[src/rtl/synchronous_fifo_flags.sv]
// Purpose: single-clock FIFO with occupancy count, almost/full/empty flags and sticky error flags.
// Latency: a write is visible one edge later; data_out is loaded on the edge that accepts a read.
// Backpressure: writes are refused when full (unless a read is accepted at the same edge), reads are refused when empty; each refusal sets a sticky error flag.
module synchronous_fifo_flags #(
    parameter int DEPTH      = 8,
    parameter int DATA_WIDTH = 8,
    parameter int AFULL_LVL  = DEPTH - 2,
    parameter int AEMPTY_LVL = 2
) (
    input  logic                       clk,
    input  logic                       rst,
    input  logic                       w_en,
    input  logic                       r_en,
    input  logic                       clr_err,
    input  logic [DATA_WIDTH-1:0]      data_in,
    output logic [DATA_WIDTH-1:0]      data_out,
    output logic                       full,
    output logic                       empty,
    output logic                       almost_full,
    output logic                       almost_empty,
    output logic [$clog2(DEPTH):0]     count,
    output logic                       overflow,
    output logic                       underflow
);

    // Address width indexes the storage; pointers carry one extra wrap bit.
    localparam int AW = $clog2(DEPTH);
    localparam int PW = AW + 1;

    // Thresholds sized to the count register so comparisons stay width-matched.
    localparam logic [PW-1:0] AFULL_THR  = PW'(AFULL_LVL);
    localparam logic [PW-1:0] AEMPTY_THR = PW'(AEMPTY_LVL);
    localparam logic [PW-1:0] PTR_ONE    = PW'(1);

    // Storage array; contents are not reset, only the pointers are.
    logic [DATA_WIDTH-1:0] mem [DEPTH];

    // Registered state.
    logic [PW-1:0]         wr_ptr;
    logic [PW-1:0]         rd_ptr;
    logic [PW-1:0]         count_q;
    logic [DATA_WIDTH-1:0] data_out_q;
    logic                  overflow_q;
    logic                  underflow_q;

    // Next-state values.
    logic [PW-1:0]         wr_ptr_nxt;
    logic [PW-1:0]         rd_ptr_nxt;
    logic [PW-1:0]         count_nxt;
    logic                  overflow_nxt;
    logic                  underflow_nxt;

    // Handshake qualifiers.
    logic                  rd_ok;
    logic                  wr_ok;
    logic                  wr_rejected;
    logic                  rd_rejected;

    // Split pointers into wrap bit and storage address.
    logic                  wr_wrap;
    logic                  rd_wrap;
    logic [AW-1:0]         wr_addr;
    logic [AW-1:0]         rd_addr;

    assign wr_wrap = wr_ptr[AW];
    assign rd_wrap = rd_ptr[AW];
    assign wr_addr = wr_ptr[AW-1:0];
    assign rd_addr = rd_ptr[AW-1:0];

    // Status decode uses registered state only, so no input reaches a flag combinationally.
    always_comb begin
        empty        = (wr_ptr == rd_ptr);
        full         = (wr_wrap != rd_wrap) && (wr_addr == rd_addr);
        almost_full  = (count_q >= AFULL_THR);
        almost_empty = (count_q <= AEMPTY_THR);
    end

    // Accept decisions: a write into a full FIFO is allowed only when a read frees a slot this edge.
    always_comb begin
        rd_ok       = r_en && !empty;
        wr_ok       = w_en && (!full || rd_ok);
        wr_rejected = w_en && !wr_ok;
        rd_rejected = r_en && !rd_ok;
    end

    // Pointer and occupancy next-state; pointers wrap naturally through 2*DEPTH.
    always_comb begin
        wr_ptr_nxt = wr_ptr;
        rd_ptr_nxt = rd_ptr;
        count_nxt  = count_q;
        if (wr_ok) begin
            wr_ptr_nxt = wr_ptr + PTR_ONE;
        end
        if (rd_ok) begin
            rd_ptr_nxt = rd_ptr + PTR_ONE;
        end
        if (wr_ok && !rd_ok) begin
            count_nxt = count_q + PTR_ONE;
        end else if (rd_ok && !wr_ok) begin
            count_nxt = count_q - PTR_ONE;
        end
    end

    // Sticky error next-state: a fresh error wins over a clear in the same cycle.
    always_comb begin
        overflow_nxt  = overflow_q;
        underflow_nxt = underflow_q;
        if (clr_err) begin
            overflow_nxt  = 1'b0;
            underflow_nxt = 1'b0;
        end
        if (wr_rejected) begin
            overflow_nxt = 1'b1;
        end
        if (rd_rejected) begin
            underflow_nxt = 1'b1;
        end
    end

    // Storage write; suppressed while reset is asserted.
    always_ff @(posedge clk) begin
        if (!rst && wr_ok) begin
            mem[wr_addr] <= data_in;
        end
    end

    // Pointers, count and read data register; reset has priority over all requests.
    always_ff @(posedge clk) begin
        if (rst) begin
            wr_ptr     <= '0;
            rd_ptr     <= '0;
            count_q    <= '0;
            data_out_q <= '0;
        end else begin
            wr_ptr  <= wr_ptr_nxt;
            rd_ptr  <= rd_ptr_nxt;
            count_q <= count_nxt;
            if (rd_ok) begin
                data_out_q <= mem[rd_addr];
            end
        end
    end

    // Sticky error flag registers.
    always_ff @(posedge clk) begin
        if (rst) begin
            overflow_q  <= 1'b0;
            underflow_q <= 1'b0;
        end else begin
            overflow_q  <= overflow_nxt;
            underflow_q <= underflow_nxt;
        end
    end

    assign data_out  = data_out_q;
    assign count     = count_q;
    assign overflow  = overflow_q;
    assign underflow = underflow_q;

endmodule

[config.mk]
export PLATFORM = sky130hd
export DESIGN_NAME = synchronous_fifo_flags
export DESIGN_NICKNAME = d
export VERILOG_FILES = /design/src/rtl/synchronous_fifo_flags.sv
export SDC_FILE = /design/constraint.sdc
export NUM_CORES = 1
export LEC_CHECK = 0
export CORE_ASPECT_RATIO = 1.5
export CORE_MARGIN = 8
export CORE_UTILIZATION = 55
export CTS_CLUSTER_SIZE = 24
export DETAILED_ROUTE_END_ITERATION = 8
export GPL_ROUTABILITY_DRIVEN = 0
export PLACE_DENSITY = 0.83
export SETUP_SLACK_MARGIN = 0.15
export SLEW_MARGIN = 40
export SYNTH_ARGS = -nofsm -noshare
export SYNTH_HDL_FRONTEND = slang
export SYNTH_SLANG_ARGS = --single-unit
[constraint.sdc]
create_clock -name clk -period 6.29 [get_ports clk]
set_clock_uncertainty 0.05 [all_clocks]
set_input_delay 0.9435 -clock clk [delete_from_list [all_inputs] [get_ports clk]]
set_output_delay 0.9435 -clock clk [all_outputs]
set_load 0.005 [all_outputs]
### Word-level counts from Yosys, hierarchy flattened

Memories as Yosys holds them, arrays and structs flattened. A register that Yosys moved wholly into a read port is not among the register bits.
Cells that the tools add are included.

* bits in registers: 14
* RAM bits: 64
* input bits: 13
* output and inout port bits: 18
* word-level logic and storage cells: 39
* memories: 1

* add/subtract/negate cells: 4
* $lt $le $gt $ge: 2
* equality and inequality tests: 3
* muxes and demuxes: 7
* reduce and logical (&&, ||, !) cells: 17

Memory list
* mem: depth 8, width 8, read ports 1, clocked after memory_dff 1, wr ports 1, RTL line 36 `logic [DATA_WIDTH-1:0] mem [DEPTH];`

Operator list (count)
* adder 4 x 1 -> 4 bit (second input constant): 3
* logical AND 1 bit: 8
* two-way mux 4 bit: 2
* nonzero test 2 bit: 3
* zero test 1 bit: 5
* two-way mux 1 bit: 5
* equality test 4 bit: 1
* >= comparator 4 x 3 -> 1 bit (second input constant): 1
* less-or-equal comparator 4 x 2 -> 1 bit (second input constant): 1
* subtractor 4 x 1 -> 4 bit (second input constant): 1
* equality test 3 bit: 1
* logical OR 1 bit: 1
* != test 1 bit: 1

### Logic depth before layout (Yosys ltp)

Gate-level depths: netlist of run 1.

* depth after elaboration: 9
* mapped depth: 13
* mapped depth without buffers: 11

### Worst setup path before layout of run 1

OpenSTA, ideal clock, no wires.

* kind: in2reg
* start point: in r_en
* end point: reg count_q[3], in the netlist count[3]
* library setup time: 0.121 ns
* arrival: 2.892 ns
* required time: 6.119 ns
* setup slack: 3.227 ns
* stages on the path: 10
* buffers on the path: 2
* cells stage by stage: clkbuf_1 o41ai_4 buf_6 ha_1 inv_1 ha_1 a21oi_1 a211oi_1 a31oi_1 mux2_2

* longest elaborated chain between the ends: 6
* elaborated cells between the ends (all ways): 9
* those cells by class: mux (1); reduce/logical (8)

Ends and longest elaborated chain
* from (decl): RTL line 13 `input logic r_en,`
* logical AND 1 bit *: RTL line 80 `rd_ok = r_en && !empty;`
* logical OR 1 bit: RTL line 81 `wr_ok = w_en && (!full || rd_ok);`
* logical AND 1 bit: RTL line 81
* zero test 1 bit: RTL line 99 `end else if (rd_ok && !wr_ok) begin`
* logical AND 1 bit: RTL line 99
* nonzero test 2 bit (no line)
* to (signal assigned): RTL line 137 `count_q <= count_nxt;`
* to (decl): RTL line 41 `logic [PW-1:0] count_q;`

Mark *: on every way between the ends. The rest lies on a longest branch, timed or not.
A chain may end at the register's enable or synchronous reset.

### Final worst setup path of run 1

* start point: reg rd_ptr[2]
* end point: reg count_q[3], in the netlist count[3]

* longest elaborated chain between the ends: 8
* elaborated cells between the ends (all ways): 14
* those cells by class: eq/ne (2); mux (1); reduce/logical (11)

Ends and longest elaborated chain
* from (decl): RTL line 40 `logic [PW-1:0] rd_ptr;`
* from (signal assigned): RTL line 136 `rd_ptr <= rd_ptr_nxt;`
* equality test 4 bit / equality test 3 bit (equally long branches): RTL line 72, 73
* zero test 1 bit / logical AND 1 bit (equally long branches): RTL line 80, 73
* logical AND 1 bit / zero test 1 bit (equally long branches): RTL line 80, 81
* logical OR 1 bit: RTL line 81
* logical AND 1 bit: RTL line 81
* zero test 1 bit: RTL line 99
* logical AND 1 bit: RTL line 99
* nonzero test 2 bit (no line)

Parallel ways exist; a longest one is shown, timed or not.

==> results.py, run 1 <==
metrics = {
    "synth": {
        "synthTopCellsByCount": "edfxtp_1, dfxtp_1, nor2_1",
        "synth.most_common_cell": "edfxtp_1",
        "syn_nets": 259,
        "yosysTopAreaCellShare": 0.520,
        "synth_top_family_by_area": "multiplexers",
        "syn_avg_cell_area_um2": 15.4,
        "synth_xor_area_frac": 0.0237,
        "ys_seq_area_frac": 0.639,
        "ys_warn_count": 0,
        "synth_edf_count": 64,
        "syn_area_um2": 3690,
        "yosys-mux-area-fraction": 0.152,
        "synth_simple_gate_area_frac": 0.0735,
        "ys_ff_latch": 86,
        "synthCells": 240,
        "synthAdderAreaFrac": 0.0224,
        "yosys.cell_types.count": 41,
        "synth.largest_area_cell": "edfxtp_1",
        "async_flop_share": 0,
        "ys.flop_type": "edfxtp_1",
        "synth_compound_area_frac": 0.0508,
        "synth.top_cells.by_area": "edfxtp_1, dfxtp_1, mux4_2",
    },
    "global_route": {
        "grt_pass1_wl_um": 11200,
        "grt.busiest_layer": "met2",
        "gr-total-overflow": 0,
        "grt_max_degree": 36,
        "grt_pass1_vias": 2216,
        "antenna_found_initial": 0,
        "grt_util_met3": 0.0398,
        "use_met1": 0.164,
        "grt_use_total": 0.148,
        "met2_usage": 0.256,
    },
    "clock_network": {
        "clockBufferDepth": 2,
        "htreeDepth": 3,
        "clock_latency_ns": 0.35,
        "post_cts_resized": 0,
        "path_clk_slew_ns": 0.09,
        "cts.sinks": 86,
        "tritoncts": "done",
        "cts_made_buffers": 9,
        "post_cts_buffers": 0,
        "root_buffer": "clkbuf_8",
        "hold_buffers": 0,
    },
    "setup_path": {
        "critPathLaunchType": "flop",
        "endpoint_kind": "flop",
        "path_max_fanout": 13,
        "critPathMostFrequentCell": "ha_1",
        "reg2reg_depth": 10,
        "crit_arrival_ns": 3.64,
        "path_cells": "xor2_1 -> o41ai_4 -> buf_4 -> ha_1 -> inv_1 -> ha_1 -> a21oi_1 -> a211oi_1 -> a31oi_1 -> mux2_2",
        "reg2reg_slack_ns": 2.84,
        "critical_path_class": "flop to flop",
        "cpPeakStageDelay_ns": 0.74,
        "worst_r2r_endpoint": "count[3]",
        "r2r_start": "rd_ptr[2]",
        "required_ns": 6.49,
        "cp_slowest_cell": "dfxtp_1",
    },
    "run_status": {
        "outcome": "complete, no violations",
    },
    "finish": {
        "finalInstanceArea_um2": 4230,
        "nFillCells": 458,
        "nets": 292,
        "multiInputGateArea_um2": 1200,
        "area.growth.synth_to_final_pct": 14.4,
        "antenna_cells": 0,
        "regArea_um2": 2360,
        "drive_gt1_frac": 0.198,
    },
    "placement": {
        "hpwl_um": 4370,
        "io_buffers": 30,
        "dpl_cell_area_um2": 4040,
    },
    "routing": {
        "drc_errors": 0,
        "drt-total-wl_um": 6660,
        "wl_per_cell_um": 18.8,
        "dr_total_vias": 2110,
        "drtAntennaViolNets": 0,
        "vias_per_cell": 5.96,
        "drt-initial-drc-count": 164,
        "firstDrtPassIters": 4,
    },
    "timing": {
        "rsz0062_at_grt": "no",
        "setup_viol": 0,
        "hold_viol_final": 0,
        "period_needed_ns": 3.45,
        "tns_ns": 0,
        "drv_slew": 0,
        "worstMarginPinSlew_ns": 0.753,
        "fmax_ghz": 0.290,
        "max-slew-margin-rel": 0.496,
        "finalCritPeriodShare": 0.548,
    },
    "floorplan": {
        "core_um2": 6490,
        "fp-row-count": 36,
        "die_height_um": 116,
        "dieArea_um2": 9650,
        "ios": 31,
        "die_x_um": 82.9,
        "start_util": 0.570,
    },
    "hold_path": {
        "whs_path_depth": 2,
        "min_to": "overflow",
        "min_path_type": "flop to flop",
        "hp-start": "overflow",
    },
    "pwr": {
        "power.density_nw_per_um2": 337,
        "p_leak_nw": 1.44,
        "vdd_drop_max_uv": 189,
    },
    "run": {
        "max_cap_violations": 0,
    },
}
## metal layers
metal,vias to the layer above,wire (um)
li1,991,-
met1,1050,2730
met2,60,3520
met3,9,278
met4,0,125
met5,-,0
## critical path: cells and delay by family (launching register included)
| kind | cells | cell delay [ns] |
|---|---|---|
| AO/OA/AOI/OAI | 4 | 1.09 |
| flip-flops | 1 | 0.74 |
| buffers and inverters | 2 | 0.38 |
| adder cells (fa/ha/maj) | 2 | 0.51 |
| XOR/XNOR | 1 | 0.23 |
| multiplexers | 1 | 0.35 |
## how the worst max path moves through the flow
| stage | startpoint | endpoint | slack (ns) | depth (start not counted) |
|---|---|---|---|---|
| after global routing | rd_ptr[0] | count[3] | 2.59 | 11 |
| after CTS | rd_ptr[2] | count[3] | 2.84 | 10 |
| after floorplan | r_en | count[3] | 3.23 | 10 |
| final | rd_ptr[2] | count[3] | 2.84 | 10 |
| after global placement | rd_ptr[1] | count[3] | 2.55 | 9 |
| after detailed placement | r_en | count[3] | 2.57 | 10 |
## metrics by stage
| step | power, W | std cells | worst slack [ns] | utilization | hold WS [ns] |
|---|---|---|---|---|---|
| after CTS | 0.00144 | 354 | 2.84 | 0.650 | 0.458 |
| after global placement | 0.00107 | 337 | 2.55 | 0.621 | 0.422 |
| after floorplan | 0.000969 | 240 | 3.23 | - | 0.420 |
| after detailed placement | 0.00109 | 338 | 2.57 | 0.622 | 0.435 |
| final | 0.00142 | 354 | 2.84 | 0.651 | 0.452 |
| after global routing | 0.00151 | 354 | 2.59 | 0.651 | 0.465 |
## kinds of logic (layout without fill, tap and decap cells)
group / after synthesis / after routing
fa+ha+maj: 6 / 6
buf+inv: 24 / 62
flops: 86 / 86
simple gates: 55 / 55
compound gates: 24 / 24
xor+xnor: 10 / 10
mux: 35 / 35
## layout by cell type, fill, tap and decap left out, types with 7 or more instances in the layout
cell type / count
mux2_2: 9
clkbuf_8: 9
nor2_1: 19
buf_4: 7
edfxtp_1: 64
nand2_1: 7
dfxtp_1: 21
mux2i_1: 10
mux4_2: 16
clkdlybuf4s50_1: 30
inv_1: 8
## area by class of cell
type / count / area share
Multi-Input combinational cell: 130 / 0.284
Timing Repair Buffer: 37 / 0.0835
Tap cell: 76 / 0.0225
Clock buffer: 9 / 0.0293
Sequential cell: 86 / 0.559
Inverter: 9 / 0.00800
Clock inverter: 7 / 0.0136
## where the power goes
part           internal (W)  leakage, nW  switching, W  total, W
registers          0.000649        0.759     0.0000434  0.000693
logic              0.000218        0.592      0.000158  0.000376
clock network      0.000148       0.0877      0.000208  0.000356
## registers in the layout, indices dropped and copies added, names as in the netlist
| register | cells |
|---|---|
| mem | 64 |
| data_out | 8 |
| count | 4 |
| rd_ptr | 4 |
| wr_ptr | 4 |
| overflow | 1 |
| underflow | 1 |
Power figures use the tool's default switching activity.
==> run 2: changes to the inputs <==
CORE_UTILIZATION = 52   (was 55)
clock period = 2.9 ns   (was 6.29 ns; I/O delays follow)
==> results.py, run 2 (synthesis results as in run 1) <==
metrics = {
    "floorplan": {
        "start_util": 0.536,
        "fp-row-count": 37,
        "dieArea_um2": 10100,
        "die_x_um": 84.8,
        "die_height_um": 119,
        "ios": 31,
        "core_um2": 6900,
    },
    "setup_path": {
        "path_max_fanout": 10,
        "critPathLaunchType": "flop",
        "crit_arrival_ns": 2.13,
        "required_ns": 2.41,
        "path_cells": "xor2_1 -> nor4_1 -> clkdlybuf4s50_1",
        "reg2reg_slack_ns": 0.38,
        "critical_path_class": "flop to primary output",
        "cpPeakStageDelay_ns": 0.60,
        "endpoint_kind": "primary output",
        "cp_slowest_cell": "clkdlybuf4s50_1",
    },
    "finish": {
        "final_common_cell": "edfxtp_1",
        "fin_util": 0.628,
        "drive_gt1_frac": 0.234,
        "stdcell_count": 368,
        "antenna_cells": 0,
        "regMostFlops": "mem",
        "nets": 304,
        "finalInstanceArea_um2": 4330,
        "area.growth.synth_to_final_pct": 17.2,
        "largest_register_ffs": 64,
        "final_cell_mix": "edfxtp_1, clkdlybuf4s50_1, nor2_1",
        "nFillCells": 516,
    },
    "run": {
        "max_cap_violations": 0,
    },
    "run_status": {
        "outcome": "complete, no violations",
    },
    "timing": {
        "max-slew-margin-rel": 0.680,
        "tns_ns": 0,
        "fmax_ghz": 0.383,
        "hold_viol_final": 0,
        "finalCritPeriodShare": 0.901,
        "rsz0062_at_grt": "no",
        "setup_viol": 0,
        "period_needed_ns": 2.61,
        "fin_ws_ns": 0.288,
        "worstMarginPinSlew_ns": 0.476,
        "drv_slew": 0,
    },
    "clock_network": {
        "hold_buffers": 0,
        "path_clk_slew_ns": 0.08,
        "root_buffer": "clkbuf_8",
        "cts_made_buffers": 9,
        "clock_latency_ns": 0.36,
        "clockBufferDepth": 2,
        "cts.sinks": 86,
        "htreeDepth": 3,
        "tritoncts": "done",
    },
    "global_route": {
        "grt_util_met3": 0.0358,
        "grt_pass1_vias": 2206,
        "grt_use_total": 0.150,
        "antenna_found_initial": 0,
        "met2_usage": 0.256,
        "gr-total-overflow": 0,
        "use_met1": 0.164,
        "grt_pass1_wl_um": 11500,
        "grt.busiest_layer": "met2",
        "grt_max_degree": 34,
    },
    "routing": {
        "drt-initial-drc-count": 230,
        "wl_per_cell_um": 19.4,
        "drtAntennaViolNets": 0,
        "drc_errors": 0,
        "vias_per_cell": 5.85,
        "drt-total-wl_um": 7140,
        "dr_total_vias": 2154,
        "firstDrtPassIters": 4,
    },
    "pwr": {
        "intPower_w": 0.00221,
        "p_leak_nw": 1.50,
        "vdd_drop_max_uv": 484,
        "p_comb_frac": 0.281,
        "power_frac_seq": 0.480,
        "netSwitchingPower_w": 0.000883,
        "pwr-share-clk": 0.238,
        "power.density_nw_per_um2": 715,
        "p_sw_frac": 0.285,
    },
    "placement": {
        "hpwl_um": 4750,
        "io_buffers": 30,
        "dpl.cell_count": 351,
        "dpl_cell_area_um2": 4140,
        "place_worst_setup_slack_ns": 0.165,
    },
    "hold_path": {
        "min_path_type": "flop to flop",
    },
}
==> run 2: final cells by class <==
| class | instances | area (um2) | area share |
|---|---|---|---|
| Timing Repair Buffer | 49 | 443 | 0.102 |
| Clock buffer | 9 | 124 | 0.0286 |
| Sequential cell | 86 | 2360 | 0.546 |
| Multi-Input combinational cell | 130 | 1220 | 0.281 |
| Tap cell | 78 | 97.6 | 0.0225 |
| Inverter | 9 | 33.8 | 0.00780 |
| Clock inverter | 7 | 50.0 | 0.0116 |
==> run 2: per-layer routing <==
layer  up-vias  share of wire
li1       1014              -
met3        17          0.049
met1      1059           0.40
met4         0          0.031
met2        64           0.52
met5         -              0
==> run 2: worst max-delay path, delay by kind of cell, from the launching register on <==
kind	cells	cell delay [ns]
and+or+nand+nor	1	0.45
buffers and inverters	1	0.60
xor gates and xnor gates	1	0.18
DFF	1	0.53
==> run 2: what timing repair did <==
item,4_1_cts,5_1_grt
endpoints found under the hold margin,0,0
buffers inserted,0,1
endpoints found under the setup margin,1,1
gates resized for setup,1,2
pin swaps,0,1
==> run 2: stage by stage <==
step	power [W]	hold slack, ns
detailed placement	0.00239	0.431
finish	0.00310	0.446
floorplan	0.00212	0.420
CTS	0.00312	0.452
global placement	0.00236	0.424
global route	0.00326	0.480
==> run 2: path summary, 6_finish.rpt <==
path,from,end,depth (start not counted)
worst max-delay path,wr_ptr[2],empty,3
worst max register to register,wr_ptr[2],count[3],11
worst min register to register,overflow,overflow,2
worst min-delay path,overflow,overflow,2
==> run 2: power by group through the flow <==
stage	registers, W	logic, W	clock network (W)
3_5_place_dp	0.00152	0.000875	0
2_1_floorplan	0.00150	0.000621	0
5_1_grt	0.00150	0.000957	0.000805
4_1_cts	0.00149	0.000879	0.000755
6_report	0.00149	0.000870	0.000738
3_3_place_gp	0.00151	0.000852	0
==> variant, RTL diff (flow settings as in run 2) <==
`DATA_WIDTH`: 8 -> 6.
--- a/src/rtl/synchronous_fifo_flags.sv
+++ b/src/rtl/synchronous_fifo_flags.sv
@@ -3,7 +3,7 @@
 // Backpressure: writes are refused when full (unless a read is accepted at the same edge), reads are refused when empty; each refusal sets a sticky error flag.
 module synchronous_fifo_flags #(
     parameter int DEPTH      = 8,
-    parameter int DATA_WIDTH = 8,
+    parameter int DATA_WIDTH = 6,
     parameter int AFULL_LVL  = DEPTH - 2,
     parameter int AEMPTY_LVL = 2
 ) (
Interface: changed (resized data_in and data_out); port bits go from 31 to 27. The function was not compared with the original's and may differ.
==> variant against run 2 <==
- area after synthesis fell by 17%
- design area fell by 14%
- routed wire length fell by 12%
- count of clock-buffer cells in the layout rose by 1
- sequential power fell by 21%
- die area fell by 14%
- sequential cell count fell by 18
- worst setup slack improved by 0.045 ns
- first-iteration DRC count fell by 0.43%
- total power fell by 7.8%
- combinational power fell by 14%
- critical path type is now reg2reg
==> variant: results (changes against run 2) <==
- Nets: 270 (-11%)
- Register area share after synthesis: 60.0% (-4.0 points)
- Synth top cells by count: edfxtp_1, dfxtp_1, nor2_1
- Max FFs per register: 48 (-25%)
- Port bufs: 26 (-13%)
- Crit path max fanout: 4 (-6)
- Pin count of the biggest net entering global routing: 32 (-5.9%)
- H-Tree Depth: 3 (unchanged)
- Pre-antenna DRT Iters: 5 (+1)
- WL per Instance: 19.1 um (-1.6%)
- GRT Overall Usage: 15.8% (+0.78 points)
- CP max stage delay: 0.38 ns (-0.22 ns)
- Critical-path top delay cell: o41ai_4
- Crit-path leading delay family: compound AO/OA/AOI/OAI gates
- Top cells by area, synth: edfxtp_1, dfxtp_1, mux4_1
- DRT iter0 DRCs: 229 (-0.43%)
- Met3 WL: 370 um (+5.4%)
- Count of cell types in the netlist: 40 (-2.4%)
- First-pass GRT wire length: 10200 um (-11%)
- Status: completed
- WL met1: 2360 um (-17%)
- Post-DP HPWL: 4260 um (-10%)
- Share of layout cells above drive strength 1: 18.2% (-5.2 points)
- Rel. slew slack: 69.9% (+2.0 points)
- Lkg Pwr: 1.35 nW (-9.8%)
- CTS sink cnt: 68 (-21%)
- WL met2: 3410 um (-8.4%)
- Worst VDD drop: 0.000390 V (-19%)
- Data arrival, critical path: 2.75 ns (+0.62 ns)
- Via density: 5.94 (+1.5%)
- Switch Pwr: 0.752 mW (-15%)
## variant: cell count changes after synthesis, moves of 2 or more
cell | before | now
mux2i_1 | 10 | 8
mux4_2 | 16 | 0
buf_1 | 0 | 2
mux4_1 | 0 | 12
mux2_2 | 9 | 7
edfxtp_1 | 64 | 48
dfxtp_1 | 22 | 20
nor2_1 | 22 | 20
## variant: cells by family after synthesis
logic type	count (synthesis)	synth area share (%)
XOR/XNOR	10	2.85
AND/OR/NAND/NOR	53	8.56
adder cells (fa/ha/maj)	6	2.69
buffers and inverters	24	4.36
flip-flops	68	60.0
AO/OA/AOI/OAI	24	6.11
multiplexers	27	15.4
## variant: final timing paths
kind                                 start                  endpoint  slack, ns  depth (start not counted)
setup reg to reg    rd_ptr[3]$_SDFFE_PP0P_     count[3]$_SDFFE_PP0P_       0.33                          9
setup / recovery    rd_ptr[3]$_SDFFE_PP0P_     count[3]$_SDFFE_PP0P_       0.33                          9
hold reg to reg   data_out[5]$_SDFFE_PP0P_  data_out[5]$_SDFFE_PP0P_       0.46                          2
hold / removal    data_out[5]$_SDFFE_PP0P_  data_out[5]$_SDFFE_PP0P_       0.46                          2
## variant: repair_timing
action | in CTS | in global routing
hold endpoints to repair | 0 | 0
endpoints found under the setup margin | 0 | 2
gates resized for setup | 0 | 4
## variant: worst reg2reg max path: stages (launching register included)
cell and delay (ns):
dfxtp_1 0.37, xor2_4 0.21, o41ai_4 0.38, ha_1 0.23
inv_1 0.10, ha_1 0.33, a21oi_1 0.18, a211oi_1 0.10
a31oi_1 0.16, mux2_2 0.35
## variant: area by class of cell
class | count | area (um2)
fillers | 417 | 2020
flip-flops and latches | 68 | 1840
multi-input cells | 120 | 1120
repair buffers | 45 | 403
clock buffers | 10 | 128
clock inverters | 6 | 111
well taps | 72 | 90.1
inverters | 9 | 33.8
## variant: per-layer routing
metal  global-route usage, %  up-vias
met5                       0        -
met1                    16.4      970
met3                    3.81       12
li1                        -      906
met4                    9.44        0
met2                    28.2       73
## variant: power groups by stage
stage | Clock, mW | Sequential (mW) | Combinational, mW
floorplan | 0 | 1.19 | 0.512
global placement | 0 | 1.20 | 0.723
detailed placement | 0 | 1.21 | 0.748
CTS | 0.945 | 1.19 | 0.755
global route | 0.988 | 1.20 | 0.803
finish | 0.926 | 1.18 | 0.746
## variant: stage by stage
stage	setup WS, ns	power (mW)	util (%)	cell area (um2)	std cells
6_report	0.333	2.86	64.9	3730	330
5_1_grt	0.163	2.99	64.9	3730	330
4_1_cts	0.159	2.89	64.5	3710	330
3_5_place_dp	0.144	1.96	60.4	3470	314
3_3_place_gp	0.196	1.92	60.4	3470	314
2_1_floorplan	0.175	1.70	-	3070	212
